$ cat src/rtl/datapath_gen.sv
// datapath_gen: multi-cycle RISC-V style datapath. It holds the instruction
// register, the register file, the PC / previous-PC registers, the ALU
// operand/result registers and a shifter that is either bit-serial or
// single-step.
//
// Parameters
//   XLEN       datapath width (32 or 64)
//   NREG       architectural register count (16 or 32)
//   INIT_ADDR  PC value on reset and on pc_sel = 01
//   SHIFT_ITER 1 = one bit per cycle shifter, 0 = whole shift in one step
//
// Ports
//   clk, rst                 clock, synchronous active-high reset
//   *_we                     write enables for instr, regfile, pc, rs1/rs2,
//                            alu_reg and prev_pc
//   mem_ad_sel               memory address source: 0 pc, 1 alu_reg
//   a_sel, b_sel             ALU operand selects
//   pc_sel, wd_sel           PC input and regfile write-data selects
//   fmt                      immediate format (I, S, B, U, J)
//   alu_op                   ALU operation
//   sh_start, sh_op          shifter start and operation (SLL, SRL, SRA)
//   mem_rd                   memory read data
//   instr, rs2_reg, mem_ad   instruction register, store data, memory address
//   alu_flags                {V, C, N, Z} of the current ALU result
//   sh_busy, sh_done         shifter status
//   reg_illegal              a register field points beyond NREG
module datapath_gen #(
  parameter int              XLEN       = 32,
  parameter int              NREG       = 32,
  parameter logic [XLEN-1:0] INIT_ADDR  = '0,
  parameter int              SHIFT_ITER = 1
) (
  input  logic            clk,
  input  logic            rst,
  input  logic            instr_we,
  input  logic            rf_we,
  input  logic            pc_we,
  input  logic            rs1_we,
  input  logic            rs2_we,
  input  logic            alu_we,
  input  logic            prev_pc_we,
  input  logic            mem_ad_sel,
  input  logic [1:0]      a_sel,
  input  logic [1:0]      b_sel,
  input  logic [1:0]      pc_sel,
  input  logic [2:0]      wd_sel,
  input  logic [2:0]      fmt,
  input  logic [3:0]      alu_op,
  input  logic            sh_start,
  input  logic [1:0]      sh_op,
  input  logic [XLEN-1:0] mem_rd,
  output logic [31:0]     instr,
  output logic [XLEN-1:0] rs2_reg,
  output logic [XLEN-1:0] mem_ad,
  output logic [3:0]      alu_flags,
  output logic            sh_busy,
  output logic            sh_done,
  output logic            reg_illegal
);

  localparam int         SHW   = $clog2(XLEN);
  localparam int         RIDX  = $clog2(NREG);
  localparam logic [5:0] NREG6 = 6'(NREG);

  typedef enum logic [1:0] {
    SH_IDLE,
    SH_SHIFT,
    SH_DONE
  } shState_e;

  logic [31:0]     instr_q;
  logic [XLEN-1:0] rs1Reg_q, rs2Reg_q, aluReg_q, prevPc_q, pc_q;
  logic [XLEN-1:0] rf [NREG];

  shState_e        shState_q, shState_d;
  logic [XLEN-1:0] shVal_q, shVal_d;
  logic [SHW-1:0]  shCnt_q, shCnt_d;
  logic [1:0]      shOp_q, shOp_d;
  logic            shWrite;
  logic [XLEN-1:0] shResult, fullShift;
  logic [SHW-1:0]  shAmt;

  logic [4:0]      rs1Idx, rs2Idx, rdIdx;
  logic            rs1Ok, rs2Ok, rdOk;
  logic [XLEN-1:0] rs1Data, rs2Data, wdData;
  logic [XLEN-1:0] imm, aluA, aluB, aluC;
  logic [XLEN:0]   addSum, subSum;
  logic            carry, ovf;

  // Register file addressing. Indices at or above NREG behave like x0:
  // they read zero and swallow writes, and they raise reg_illegal.
  assign rs1Idx      = instr_q[19:15];
  assign rs2Idx      = instr_q[24:20];
  assign rdIdx       = instr_q[11:7];
  assign rs1Ok       = {1'b0, rs1Idx} < NREG6;
  assign rs2Ok       = {1'b0, rs2Idx} < NREG6;
  assign rdOk        = {1'b0, rdIdx} < NREG6;
  assign reg_illegal = ~(rs1Ok & rs2Ok & rdOk);
  assign rs1Data     = (rs1Ok && rs1Idx != 5'd0) ? rf[rs1Idx[RIDX-1:0]] : '0;
  assign rs2Data     = (rs2Ok && rs2Idx != 5'd0) ? rf[rs2Idx[RIDX-1:0]] : '0;

  // The regfile has no reset so its contents survive rst; rst still blocks
  // a write that happens to be enabled in the same cycle.
  always_ff @(posedge clk) begin
    if (!rst && rf_we && rdOk && rdIdx != 5'd0) begin
      rf[rdIdx[RIDX-1:0]] <= wdData;
    end
  end

  // Immediate decode, sign-extended from instr[31] for every format.
  always_comb begin
    imm = '0;
    case (fmt)
      3'd0:    imm = {{(XLEN-12){instr_q[31]}}, instr_q[31:20]};
      3'd1:    imm = {{(XLEN-12){instr_q[31]}}, instr_q[31:25], instr_q[11:7]};
      3'd2:    imm = {{(XLEN-13){instr_q[31]}}, instr_q[31], instr_q[7],
                      instr_q[30:25], instr_q[11:8], 1'b0};
      3'd3:    imm = {{(XLEN-32){instr_q[31]}}, instr_q[31:12], 12'b0};
      default: imm = {{(XLEN-21){instr_q[31]}}, instr_q[31], instr_q[19:12],
                      instr_q[20], instr_q[30:21], 1'b0};
    endcase
  end

  // ALU operand multiplexers.
  always_comb begin
    aluA = '0;
    case (a_sel)
      2'b00:   aluA = rs1Reg_q;
      2'b01:   aluA = pc_q;
      2'b10:   aluA = prevPc_q;
      default: aluA = '0;
    endcase
    aluB = {{(XLEN-3){1'b0}}, 3'd4};
    case (b_sel)
      2'b00:   aluB = rs2Reg_q;
      2'b01:   aluB = imm;
      default: aluB = {{(XLEN-3){1'b0}}, 3'd4};
    endcase
  end

  // Subtraction is a + ~b + 1 so that the carry-out reads as "no borrow".
  assign addSum = {1'b0, aluA} + {1'b0, aluB};
  assign subSum = {1'b0, aluA} + {1'b0, ~aluB} + {{XLEN{1'b0}}, 1'b1};

  // ALU result and carry/overflow; only ADD and SUB produce C and V.
  always_comb begin
    aluC  = '0;
    carry = 1'b0;
    ovf   = 1'b0;
    case (alu_op)
      4'd0: begin
        aluC  = addSum[XLEN-1:0];
        carry = addSum[XLEN];
        ovf   = (aluA[XLEN-1] == aluB[XLEN-1]) && (addSum[XLEN-1] != aluA[XLEN-1]);
      end
      4'd1: begin
        aluC  = subSum[XLEN-1:0];
        carry = subSum[XLEN];
        ovf   = (aluA[XLEN-1] != aluB[XLEN-1]) && (subSum[XLEN-1] != aluA[XLEN-1]);
      end
      4'd2:    aluC = aluA & aluB;
      4'd3:    aluC = aluA | aluB;
      4'd4:    aluC = aluA ^ aluB;
      4'd5:    aluC = {{(XLEN-1){1'b0}}, $signed(aluA) < $signed(aluB)};
      4'd6:    aluC = {{(XLEN-1){1'b0}}, aluA < aluB};
      4'd7:    aluC = aluB;
      default: aluC = '0;
    endcase
  end

  assign alu_flags = {ovf, carry, aluC[XLEN-1], aluC == '0};

  // Regfile write data. The flag forms give SLT/SLTU-style results
  // straight from a SUB: N^V is "less than", ~C is "unsigned less than".
  always_comb begin
    wdData = '0;
    if (wd_sel[2]) begin
      wdData = wd_sel[0] ? {{(XLEN-1){1'b0}}, ~alu_flags[2]}
                         : {{(XLEN-1){1'b0}}, alu_flags[3] ^ alu_flags[1]};
    end else begin
      case (wd_sel[1:0])
        2'b00:   wdData = aluC;
        2'b01:   wdData = mem_rd;
        2'b10:   wdData = aluReg_q;
        default: wdData = pc_q;
      endcase
    end
  end

  function automatic logic [XLEN-1:0] shiftOne(input logic [XLEN-1:0] v,
                                               input logic [1:0]      op);
    if (op == 2'b00)      return {v[XLEN-2:0], 1'b0};
    else if (op == 2'b01) return {1'b0, v[XLEN-1:1]};
    else                  return {v[XLEN-1], v[XLEN-1:1]};
  endfunction

  assign shAmt = aluB[SHW-1:0];

  // Single-step shift result, used only when SHIFT_ITER is 0.
  always_comb begin
    fullShift = '0;
    case (sh_op)
      2'b00:   fullShift = aluA << shAmt;
      2'b01:   fullShift = aluA >> shAmt;
      default: fullShift = $signed(aluA) >>> shAmt;
    endcase
  end

  // Shifter next-state logic. Operand, amount and op are captured at the
  // start edge, so the ALU selects are free to change while shifting.
  // sh_start is only looked at in IDLE and DONE, which makes it ignored
  // while busy.
  always_comb begin
    shState_d = shState_q;
    shVal_d   = shVal_q;
    shCnt_d   = shCnt_q;
    shOp_d    = shOp_q;
    shWrite   = 1'b0;
    shResult  = shVal_q;
    case (shState_q)
      SH_SHIFT: begin
        if (shCnt_q != '0) begin
          shVal_d = shiftOne(shVal_q, shOp_q);
          shCnt_d = shCnt_q - SHW'(1);
        end else begin
          shWrite   = 1'b1;
          shResult  = shVal_q;
          shState_d = SH_DONE;
        end
      end
      default: begin
        if (shState_q == SH_DONE) shState_d = SH_IDLE;
        if (sh_start) begin
          shOp_d = sh_op;
          if (SHIFT_ITER != 0) begin
            shVal_d   = aluA;
            shCnt_d   = shAmt;
            shState_d = SH_SHIFT;
          end else begin
            shWrite   = 1'b1;
            shResult  = fullShift;
            shState_d = SH_DONE;
          end
        end
      end
    endcase
  end

  // Shifter state register; reset drops any shift in flight.
  always_ff @(posedge clk) begin
    if (rst) begin
      shState_q <= SH_IDLE;
      shVal_q   <= '0;
      shCnt_q   <= '0;
      shOp_q    <= 2'b00;
    end else begin
      shState_q <= shState_d;
      shVal_q   <= shVal_d;
      shCnt_q   <= shCnt_d;
      shOp_q    <= shOp_d;
    end
  end

  assign sh_busy = (shState_q == SH_SHIFT);
  assign sh_done = (shState_q == SH_DONE);

  // Architectural registers. A shifter result beats a same-cycle alu_we.
  always_ff @(posedge clk) begin
    if (rst) begin
      pc_q     <= INIT_ADDR;
      instr_q  <= '0;
      rs1Reg_q <= '0;
      rs2Reg_q <= '0;
      aluReg_q <= '0;
      prevPc_q <= '0;
    end else begin
      if (instr_we)   instr_q  <= mem_rd[31:0];
      if (rs1_we)     rs1Reg_q <= rs1Data;
      if (rs2_we)     rs2Reg_q <= rs2Data;
      if (prev_pc_we) prevPc_q <= pc_q;
      if (pc_we) begin
        case (pc_sel)
          2'b00:   pc_q <= aluC;
          2'b01:   pc_q <= INIT_ADDR;
          default: pc_q <= aluReg_q;
        endcase
      end
      if (shWrite)     aluReg_q <= shResult;
      else if (alu_we) aluReg_q <= aluC;
    end
  end

  assign instr   = instr_q;
  assign rs2_reg = rs2Reg_q;
  assign mem_ad  = mem_ad_sel ? aluReg_q : pc_q;

endmodule

$ cat config.mk
export PLATFORM = sky130hd
export DESIGN_NAME = datapath_gen
export DESIGN_NICKNAME = d
export VERILOG_FILES = /design/src/rtl/datapath_gen.sv
export SDC_FILE = /design/constraint.sdc
export NUM_CORES = 2
export LEC_CHECK = 0
export CAP_MARGIN = 0
export CORE_MARGIN = 2
export CORE_UTILIZATION = 59
export CTS_BUF_LIST = sky130_fd_sc_hd__clkbuf_2
export DETAILED_ROUTE_END_ITERATION = 12
export DONT_BUFFER_PORTS = 1
export PLACE_DENSITY = 0.8
export SYNTH_ARGS = -nofsm -noshare
export SYNTH_HDL_FRONTEND = slang
export SYNTH_SLANG_ARGS = --single-unit
$ cat constraint.sdc
create_clock -name clk -period 7.1 [get_ports clk]
set_input_delay 1.42 -clock clk [delete_from_list [all_inputs] [get_ports clk]]
set_output_delay 1.42 -clock clk [all_outputs]
set_load 0.02 [all_outputs]
After elaboration in Yosys (flattened, before gate mapping)
Memories as Yosys holds them, arrays and structs flattened. A register that Yosys moved wholly into a read port is not among the register bits.
Cells that the tools add are included.
{"block": "totals", "ff_bits": 233, "mem_bits_rw": 1024, "in_bits": 61, "out_inout_bits": 103, "elab_cells": 110, "mem_count": 1}
{"name": "rf", "depth": 32, "word_bits": 32, "rd": 2, "rd_clocked_by_memory_dff": 2, "write_ports": 1, "line": "73", "rtl": "logic [XLEN-1:0] rf [NREG];"}
{"block": "op_classes", "add_sub_neg": 4, "magnitude_cmp": 2, "eq_ne": 26, "muxes": 35, "bitwise_logic": 7, "reduce_logical": 24}
{"operator": "$mux 32", "n": 11}
{"operator": "$pmux 32 s8", "n": 1}
{"operator": "$pmux 32 s3", "n": 2}
{"operator": "$pmux 32 s2", "n": 2}
{"operator": "$pmux 31 s4", "n": 1}
{"operator": "$add 32x32->33", "n": 2}
{"operator": "$lt 32x32->1", "n": 2}
{"operator": "$mux 5", "n": 7}
{"operator": "$add 33x1->33 const B", "n": 1}
{"operator": "$and 32x32->32", "n": 1}
{"operator": "$logic_not 32->1", "n": 1}
{"operator": "$not 32->32", "n": 1}
{"operator": "$or 32x32->32", "n": 1}
{"operator": "$xor 32x32->32", "n": 1}
{"operator": "$reduce_bool 5->1", "n": 4}
{"operator": "$eq 4x3->1 const B", "n": 4}
{"operator": "$eq 2x1->1 const B", "n": 6}
{"operator": "$logic_not 2->1", "n": 5}
{"operator": "$eq 4x2->1 const B", "n": 2}
{"operator": "$mux 2", "n": 4}
{"operator": "$eq 2x2->1 const B", "n": 3}
{"operator": "$eq 3x2->1 const B", "n": 2}
{"operator": "$reduce_and 2->1", "n": 3}
{"operator": "$mux 1", "n": 5}
{"operator": "other kinds (18)", "n": 26}

Longest topological paths before layout
{"block": "logic_depth", "word_depth": 12, "depth_mapped": 21, "depth_no_buf": 18}

Worst setup path before layout
No wires, ideal clock.
{"block": "synth_path", "path_type": "input-to-output", "startpoint": "input b_sel[0]", "endpoint": "output alu_flags[0]", "t_arrival_ps": 5879, "required_time_ps": 5680, "slack_ps": -199, "path_stages": 19, "n_path_buf": 4, "cell_sequence": "buf_2 > buf_2 > buf_2 > buf_1 > mux2i_1 > nor2_1 > ha_1 > fa_1 > o21ba_1 > or4_4 > a31oi_4 > a32oi_2 > nor3_2 > nor2_1 > o41ai_1 > o211a_1 > inv_2 > or4b_4 > nor4_2"}
{"block": "synth_between", "elab_chain_len": 7, "word_cells_on_any_way": 14, "cone_classes": "add/sub (3); order compare (2); eq/ne (1); mux (2); bitwise (4); reduce/logical (2)"}
{"item": "start, declared", "line": "44", "rtl": "input logic [1:0] b_sel,"}
{"item": "$eq 2x1->1 / $logic_not 2->1 (equally long branches)", "line": "134", "rtl": "case (b_sel)"}
{"item": "$pmux 32 s2 *", "line": "134"}
{"item": "$not 32->32", "line": "143", "rtl": "assign subSum = {1'b0, aluA} + {1'b0, ~aluB} + {{XLEN{1'b0}}, 1'b1};"}
{"item": "$add 32x32->33", "line": "143"}
{"item": "$add 33x1->33", "line": "143"}
{"item": "$pmux 32 s8 *", "line": "150", "rtl": "case (alu_op)"}
{"item": "$logic_not 32->1 *", "line": "171", "rtl": "assign alu_flags = {ovf, carry, aluC[XLEN-1], aluC == '0};"}
{"item": "end, declared", "line": "55", "rtl": "output logic [3:0] alu_flags,"}
Mark *: on every way between the ends. The rest lies on a longest branch, timed or not.

Final worst setup path
{"block": "layout_path", "startpoint": "register rs2Reg_q[7] (netlist: rs2_reg[7])", "endpoint": "output alu_flags[0]"}
{"block": "layout_between", "elab_chain_len": 6, "word_cells_on_any_way": 12, "cone_classes": "add/sub (3); order compare (2); mux (2); bitwise (4); reduce/logical (1)"}
{"item": "start, declared", "line": "72", "rtl": "logic [XLEN-1:0] rs1Reg_q, rs2Reg_q, aluReg_q, prevPc_q, pc_q;"}
{"item": "start signal, assigned", "line": "279", "rtl": "if (rs2_we) rs2Reg_q <= rs2Data;"}
{"item": "$pmux 32 s2 *", "line": "134"}
{"item": "$not 32->32", "line": "143"}
{"item": "$add 32x32->33", "line": "143"}
{"item": "$add 33x1->33", "line": "143"}
{"item": "$pmux 32 s8 *", "line": "150"}
{"item": "$logic_not 32->1 *", "line": "171"}
Marked as above.

==> results.sh <==
export IMPL_status="complete, but fails checks"
export IMPL_violations="setup timing"
export IMPL_final_seq_area_um2=35700
export IMPL_layout_drive_gt1_share=0.364
export IMPL_first_global_vias=47200
export IMPL_nFillCells=7252
export IMPL_core_area_um2=109000
export IMPL_relSlewSlack=0.0235
export IMPL_start_util=0.594
export IMPL_pwr_density_cell_nw_per_um2=222
export IMPL_netlist_top_cells_count="edfxtp_1, mux4_2, nor2_1, clkbuf_1, dfxtp_1"
export IMPL_synth_warnings=0
export IMPL_grt_pass1_wl_um=334000
export IMPL_io_pins=164
export IMPL_viasPerCell=7.39
export IMPL_clockBufferDepth=4
export IMPL_place_gp_congestion=1.05
export IMPL_ant_nets=0
export IMPL_die_h_um=335
export IMPL_synth_edff_count=1024
export IMPL_portBuffers=0
export IMPL_synth_area_um2=64600
export IMPL_drt_iter0_drc=8058
export IMPL_grt_max_degree=154
export IMPL_worst_skew_pair_late_latency_ns=1.61
export IMPL_ys_ff_latch=1267
export IMPL_overflow=0
export IMPL_period_needed_ns=7.68
export IMPL_track_usage=0.423
export IMPL_synthTopCellsByArea="edfxtp_1, mux4_2, dfxtp_1"
export IMPL_tightest_slew_ns=1.46
export IMPL_hold_path_class="in -> reg"
export IMPL_cts_num_sinks=1267
export IMPL_rsz0062_at_grt="true"
export IMPL_cp_end_kind="primary output"
export IMPL_hold_viol=0
export IMPL_ys_seq_area_frac=0.551
export IMPL_synth_top_flop_cell="edfxtp_1"
export IMPL_cp_required_ns=5.68
export IMPL_row_count=121
export IMPL_timing_final_crit_share=1.08
export IMPL_finalClockSkew_ns=0.137
export IMPL_route_met2_wl_um=106000
export IMPL_wl_per_cell_um=36.5
export IMPL_drc=0
export IMPL_cts_buffers=325
export IMPL_cp_data_arrival_time_ns=6.26
export IMPL_netlist_area_leader_share=0.476
export IMPL_r2r_setup_slack_ns=1.33
export IMPL_worstSetupPathType="reg -> out"
export IMPL_area_delta_synth_final_pct=13.5
export IMPL_dp_hpwl_um=145000
export IMPL_finalPower_mw=16.3
export IMPL_num_vias=48100
export IMPL_synthArstFlopShare=0
export IMPL_dr_wl_met3_um=37300
export IMPL_multi_input_area_um2=28300
export IMPL_slew_viol_final=0
export IMPL_synth_top_cell_by_area="edfxtp_1"
export IMPL_startpoint_type="flop"
export IMPL_max_cap_violations=0
export IMPL_first_pass_iters=8
export IMPL_routed_wl_um=238000
export IMPL_m1WireLength_um=75900
export IMPL_largest_register_ff_count=1024
export IMPL_p_leak_nw=24.8
export IMPL_layout_nets=5012
export IMPL_setup_slack_ns=-0.578
export IMPL_cts_root_buf="clkbuf_2"
export IMPL_grt_antenna_before_repair=18
export IMPL_fmax_mhz=130
export IMPL_top_layer="met5"
export IMPL_cts_tree="done"
export IMPL_path_max_fanout=8
export IMPL_netlist_instances=4333
export IMPL_path_clk_slew_ns=0.12
export IMPL_postLayoutCoreUtil=0.675
export IMPL_htreeDepth=5
export IMPL_vdd_drop_max_v=0.000183
export IMPL_setup_viol=1
export IMPL_dieWidth_um=335
export IMPL_yosysMostFrequentCell="edfxtp_1"
export IMPL_dieArea_um2=112000
export IMPL_ys_types=96
export IMPL_avgSynthCellArea_um2=14.9
[metrics by stage]
stage | std cells | TNS, ns | hold WS (ns) | setup WS (ns) | cell area (µm²)
2_1_floorplan | 4365 | 0 | 0.442 | 0.00292 | 64700
3_3_place_gp | 5857 | -0.438 | 0.462 | -0.438 | 69000
3_5_place_dp | 5857 | -0.439 | 0.470 | -0.439 | 69000
4_1_cts | 6479 | -0.577 | 0.00155 | -0.577 | 72700
5_1_grt | 6505 | -1.06 | 0.0132 | -0.762 | 73300
6_report | 6510 | -0.578 | 0.103 | -0.578 | 73300
[placed cells by master (no fill, tap or decap), types with 48 or more instances in the layout]
cell type      instances
buf_4                413
a21oi_1              198
dlygate4sd3_1         61
ha_1                  87
nand2_1              233
nor2_1               400
mux4_2               670
clkbuf_2             459
o21ai_0              103
nand3_1               56
dfxtp_1              218
inv_1                107
clkinv_1              70
a211oi_1              48
mux2i_1              172
edfxtp_1            1024
[routing by layer]
layer	GRT usage	vias up
met5	0.00564	-
met4	0.274	12
met3	0.155	1064
met2	0.627	4796
met1	0.527	23600
li1	-	18600
[final cells by class]
class                   instances  area share
inverters                     118     0.00604
multi-input cells            2634       0.386
well taps                    1414      0.0241
clock inverters                94     0.00655
repair buffers                503      0.0583
flip-flops and latches       1267       0.487
clock buffers                 459      0.0313
diodes                         21    0.000717
[final timing paths]
path,startpoint,endpoint,depth (start not counted)
setup / recovery,rs2_reg[7],alu_flags[0],17
hold / removal,mem_rd[21],flop,2
setup reg to reg,instr[24],rf[14][31],23
hold reg to reg,shVal_q[31],aluReg_q[31],2
[what timing repair did]
| action | CTS | global route |
|---|---|---|
| resized for setup | 44 | 102 |
| buffers inserted | 4 | 10 |
| hold buffers | 66 | 0 |
| pin swaps | 14 | 18 |
| endpoints found under the hold margin | 143 | 0 |
| endpoints found under the setup margin | 4 | 4 |
[worst max-delay path, stage by stage (launching register included)]
cell and delay [ns]:
dfxtp_1 0.54, mux2i_1 0.13, or3_1 0.44, ha_1 0.50, nor2b_1 0.10, nor3_1 0.39, a31oi_4 0.20, buf_6 0.16
a32oi_4 0.28, o21ai_2 0.13, buf_4 0.17, a221o_1 0.29, a221o_1 0.39, nor4b_4 0.26, nand4_1 0.15, buf_4 0.17
nor4_4 0.21, buf_4 0.18
[power by group]
part	switching (mW)	internal (mW)	total [mW]	leakage, nW
clock	3.06	1.87	4.94	2.15
combinational	1.70	1.24	2.94	11.3
sequential	0.235	8.20	8.43	11.4
total	5.00	11.3	16.3	24.8
[kinds of logic (layout without fill, tap and decap cells)]
group,Yosys count,in the layout,share of synthesized area
other,1,54,0.0000580
muxes,874,874,0.266
xor gates and xnor gates,13,13,0.00176
adders and majority gates,102,102,0.0200
and+or+nand+nor,930,930,0.0636
DFF,1267,1267,0.551
AOI/OAI and AO/OA,682,682,0.0699
buffers and inverters,464,1174,0.0276
Power figures use the tool's default switching activity.
